==> src/rtl/pwr_seq_ctrl.sv <==
// rtl/pwr_seq_ctrl.sv - four-channel regulator enable sequencer with over-current fault latching
// Optional: define PWR_SEQ_GLOBAL_SHUTDOWN_EN to drop every enable on any fault.
module pwr_seq_ctrl #(
  parameter int SETTLE_CYCLES = 1000,
  parameter int DEBOUNCE      = 16
) (
  input  logic       BUS_CLK,
  input  logic       BUS_RST,
  input  logic [3:0] ENABLE_REQ,
  input  logic [3:0] OC,
  input  logic [3:0] OC_CLEAR,
  output logic [3:0] EN,
  output logic [3:0] OC_LATCHED,
  output logic       BUSY
);

  typedef enum logic {IDLE, SETTLE} state_t;

  localparam logic [15:0] SETTLE_LOAD = 16'(SETTLE_CYCLES - 1);
  localparam logic [7:0]  DB_MAX      = 8'(DEBOUNCE);

  state_t      state, state_nxt;
  logic [15:0] settle_cnt, settle_nxt;
  logic [3:0]  en_nxt, latched_nxt;
  logic [3:0]  oc_meta, oc_s;
  logic [3:0]  target, turn_off, turn_on, fault;
  logic [1:0]  off_idx, on_idx;
  logic [7:0]  db_cnt [4];

  always_ff @(posedge BUS_CLK or posedge BUS_RST) begin
    if (BUS_RST) begin
      oc_meta <= '0;
      oc_s    <= '0;
    end else begin
      oc_meta <= OC;
      oc_s    <= oc_meta;
    end
  end

  // Counters only run while the channel is actually powered; they hold at DB_MAX.
  always_ff @(posedge BUS_CLK or posedge BUS_RST) begin
    if (BUS_RST) begin
      for (int k = 0; k < 4; k++) db_cnt[k] <= '0;
    end else begin
      for (int k = 0; k < 4; k++) begin
        if (oc_s[k] && EN[k]) begin
          if (db_cnt[k] != DB_MAX) db_cnt[k] <= db_cnt[k] + 8'd1;
        end else begin
          db_cnt[k] <= '0;
        end
      end
    end
  end

  always_comb begin
    for (int k = 0; k < 4; k++) fault[k] = (db_cnt[k] == DB_MAX);
  end

  assign target   = ENABLE_REQ & ~OC_LATCHED;
  assign turn_off = EN & ~target;
  assign turn_on  = ~EN & target;

  // Highest pending turn-off, lowest pending turn-on.
  always_comb begin
    off_idx = '0;
    on_idx  = '0;
    for (int k = 0; k < 4; k++) begin
      if (turn_off[k]) off_idx = 2'(k);
    end
    for (int k = 3; k >= 0; k--) begin
      if (turn_on[k]) on_idx = 2'(k);
    end
  end

  always_comb begin
    state_nxt  = state;
    settle_nxt = settle_cnt;
    en_nxt     = EN;
    case (state)
      IDLE: begin
        if (|turn_off) begin
          en_nxt[off_idx] = 1'b0;
          settle_nxt      = SETTLE_LOAD;
          state_nxt       = SETTLE;
        end else if (|turn_on) begin
          en_nxt[on_idx] = 1'b1;
          settle_nxt     = SETTLE_LOAD;
          state_nxt      = SETTLE;
        end
      end
      SETTLE: begin
        if (settle_cnt == '0) state_nxt = IDLE;
        else                  settle_nxt = settle_cnt - 16'd1;
      end
      default: state_nxt = IDLE;
    endcase
`ifdef PWR_SEQ_GLOBAL_SHUTDOWN_EN
    if (|fault) begin
      en_nxt     = '0;
      state_nxt  = IDLE;
      settle_nxt = '0;
    end
`else
    en_nxt = en_nxt & ~fault;
`endif
    // A fault set on the same edge as a clear request wins.
    latched_nxt = (OC_LATCHED & ~(OC_CLEAR & ~oc_s)) | fault;
  end

  always_ff @(posedge BUS_CLK or posedge BUS_RST) begin
    if (BUS_RST) begin
      state      <= IDLE;
      settle_cnt <= '0;
      EN         <= '0;
      OC_LATCHED <= '0;
    end else begin
      state      <= state_nxt;
      settle_cnt <= settle_nxt;
      EN         <= en_nxt;
      OC_LATCHED <= latched_nxt;
    end
  end

  assign BUSY = (state == SETTLE);

endmodule

==> config.mk <==
export PLATFORM = sky130hd
export DESIGN_NAME = pwr_seq_ctrl
export DESIGN_NICKNAME = d
export VERILOG_FILES = /design/src/rtl/pwr_seq_ctrl.sv
export SDC_FILE = /design/constraint.sdc
export NUM_CORES = 1
export LEC_CHECK = 0
export CAP_MARGIN = 10
export CORE_ASPECT_RATIO = 0.6
export CORE_MARGIN = 3
export CORE_UTILIZATION = 25
export CTS_CLUSTER_DIAMETER = 50
export DETAILED_ROUTE_END_ITERATION = 8
export DONT_BUFFER_PORTS = 1
export PLACE_DENSITY_LB_ADDON = 0.3
export SKIP_LAST_GASP = 1
export SLEW_MARGIN = 10
export SYNTH_ARGS = -nofsm -noshare
export SYNTH_HDL_FRONTEND = slang
export SYNTH_SLANG_ARGS = --single-unit
==> constraint.sdc <==
create_clock -name BUS_CLK -period 4.7 [get_ports BUS_CLK]
set_input_delay 1.175 -clock BUS_CLK [delete_from_list [all_inputs] [get_ports BUS_CLK]]
set_output_delay 1.175 -clock BUS_CLK [all_outputs]
set_load 0.1 [all_outputs]
==> qor.txt <==
Fmax = 388.9 MHz
Number of nets in the layout = 352
Core Area = 0.01237 mm^2
Worst setup EP type = primary output
Placed Instances = 482
Most common cell after layout, fill and taps aside = dfrtp_1
CTS tree = built
Post_cts resized = 0
Critical Path RT = 3.52 ns
YS warnings = 0
I/O Buffers = 0
Post-synth EDFFs = 0
Power Density = 325.0 mW/mm^2
Worst Skew = 0.003763 ns
Initial DRC count = 97
Final Critical Period = 2.571 ns
Final Hold Vio Count = 0
CTS root buf = clkbuf_16
Routed via count = 2324
Post-Synth Adder-Cell Area = 3.842%
Async S/R FF share, synth = 100.0%
CTS sink cnt = 65
Die area = 0.01448 mm^2
Synth-to-layout area growth = 14.02%
Via density = 4.685
Simple-gate portion of the synthesized area = 23.47%
Mux cell area share after synthesis = 0.6147%
GP Congestion = 0.7818
Rows = 31
Final period util = 54.71%
Avg Synthesized Cell Area = 10.18 um^2
Largest family of logic cells by synthesized area = simple AND/OR/NAND/NOR gates
Max Fanout on Critical Path = 6
Global-route usage over all layers = 10.03%
Outcome = finished clean
Fin cells = 496
Cts hold-fix bufs = 0
Post-CTS Setup Bufs = 0
N_diodes = 0
Max-capacitance violation count = 0
H-tree levels = 3
Number of CTS-inserted buffers = 9
Io pins = 23
Post-synthesis compound-gate area fraction = 10.76%
Post-Synth XOR/XNOR Area = 8.068%
First-pass GRT wire length = 11370 um
Setup CP Type = register to primary output
Post-Synthesis Cell Area = 0.003257 mm^2
RSZ-0062 raised after global routing = no
Cell variety after synth = 55
Routed WL = 6681 um
FF+latch count, synth = 65
Worst VDD drop = 0.1982 mV
Clock-pin slew on the worst setup and hold paths = 0.05 ns
Die W = 153.4 um
Worst slew pin tran = 1.100 ns
CTS max path bufs = 2
Final ANT Viol Nets = 0
Starting Density = 26.32%
HPWL after DPL = 4702 um
Slew HR = 26.70%
Post-route DRC violation count = 0
Clock latency on the worst-skew pair = 0.32 ns
Pleak = 0.001540 uW
Final setup TNS = 0 ns
Syn Inst Count = 320
Crit path launch type = register
Layout cells sized above 1 = 9.366%
Final setup vio count = 0
Arrival time worst endpoint = 1.40 ns
Vias in the first global route = 2192
Most frequent cells in the layout = dfrtp_1 (65), nor2_1 (33), nand3_1 (30)
Mapped Nets = 344
GRT Residual Overflow = 0
Synth Flop Type = dfrtp_1
Worst min path class = register to register
Drt first pass iters = 4
Largest net degree at the start of global routing = 38
Post-synthesis sequential area ratio = 49.94%
Die Ht = 94.41 um
Average wire per standard cell = 13.47 um
Initial antenna violation count = 0
Final Max Tran Viols = 0
[where the power goes]
part / switching, uW / internal [uW] / total, uW
clock network: 221 / 380 / 601
logic: 21.3 / 7.31 / 28.6
registers: 10.0 / 568 / 578
total: 252 / 955 / 1210
[per-stage QoR]
step / area (um^2) / hold slack, ns / util (%) / worst slack (ns) / power, uW
detailed placement: 3450 / 0.3358 / 27.88 / 2.149 / 616.8
floorplan: 3257 / 0.3312 / - / 1.899 / 607.7
global route: 3714 / 0.3585 / 30.01 / 2.007 / 1262
finish: 3714 / 0.3432 / 30.01 / 2.129 / 1207
global placement: 3450 / 0.3324 / 27.88 / 2.173 / 616.3
CTS: 3714 / 0.3470 / 30.01 / 2.111 / 1226
[layer usage]
metal / wire (um) / vias to the layer above / global-route usage [%]
met4: 53 / 0 / 4.409
met1: 3809 / 1140 / 15.09
li1: - / 1153 / -
met2: 2555 / 29 / 12.55
met5: 0 / - / 0
met3: 262 / 2 / 3.571
[sequential cells by signal (all words and copies together) (netlist names)]
| signal | cells |
|---|---|
| db_cnt | 32 |
| OC_LATCHED | 4 |
| oc_meta | 4 |
| oc_s | 4 |
| settle_cnt | 16 |
| BUSY | 1 |
| EN | 4 |
[synthesized netlist by cell type, drive strengths merged (4+ instances only)]
| master | n | area share [%] |
|---|---|---|
| xor2 | 20 | 5.4 |
| dfrtp | 65 | 50 |
| nand2 | 23 | 2.7 |
| nor2 | 33 | 3.8 |
| nand2b | 5 | 0.96 |
| o41ai | 4 | 1.3 |
| or3 | 6 | 1.2 |
| o31ai | 4 | 0.92 |
| buf | 5 | 1.0 |
| inv | 19 | 2.2 |
| and3 | 11 | 2.1 |
| o21ai | 10 | 1.5 |
| nor4 | 4 | 1.2 |
| nor4b | 4 | 1.1 |
| ha | 10 | 3.8 |
| nand3 | 30 | 4.6 |
| xnor2 | 10 | 2.7 |
| or4 | 5 | 1.4 |
| a21oi | 13 | 2.1 |
| or4b | 4 | 1.3 |
[worst register-to-register path, stage by stage (launching register included)]
cell and delay (ns):
dfrtp_1 0.41, inv_1 0.11, ha_1 0.17, or4b_4 0.52
o41ai_2 0.86, or4_2 0.25, nand3_1 0.07
[worst paths after layout]
kind,start,to,slack (ns),cells past startpoint
max,EN[1]$_DFF_PP0_,EN[1],2.13,0
min,oc_meta[0]$_DFF_PP0_,oc_s[0]$_DFF_PP0_,0.34,0
max reg2reg,settle_cnt[0]$_DFFE_PP0P_,settle_cnt[8]$_DFFE_PP0P_,2.17,6
min reg2reg,oc_meta[0]$_DFF_PP0_,oc_s[0]$_DFF_PP0_,0.34,0
max in group asynchronous,BUS_RST,settle_cnt[15]$_DFFE_PP0P_,2.94,2
min in group asynchronous,BUS_RST,OC_LATCHED[1]$_DFF_PP0_,0.87,1
[cell type report]
| type | count | area (um^2) |
|---|---|---|
| sequential | 65 | 1627 |
| clock buffer | 14 | 264.0 |
| timing repair buffer | 3 | 22.52 |
| inverter | 19 | 71.32 |
| fill | 1272 | 8660 |
| tap | 165 | 206.4 |
| multi-input combinational | 230 | 1523 |
[cell families after synthesis]
| kind of cell | count (synthesis) |
|---|---|
| compound gates | 49 |
| xor+xnor | 30 |
| fa+ha+maj | 10 |
| buf+inv | 25 |
| flops | 65 |
| mux | 2 |
| simple gates | 139 |
Note: power is estimated with default switching activity, not from simulation.
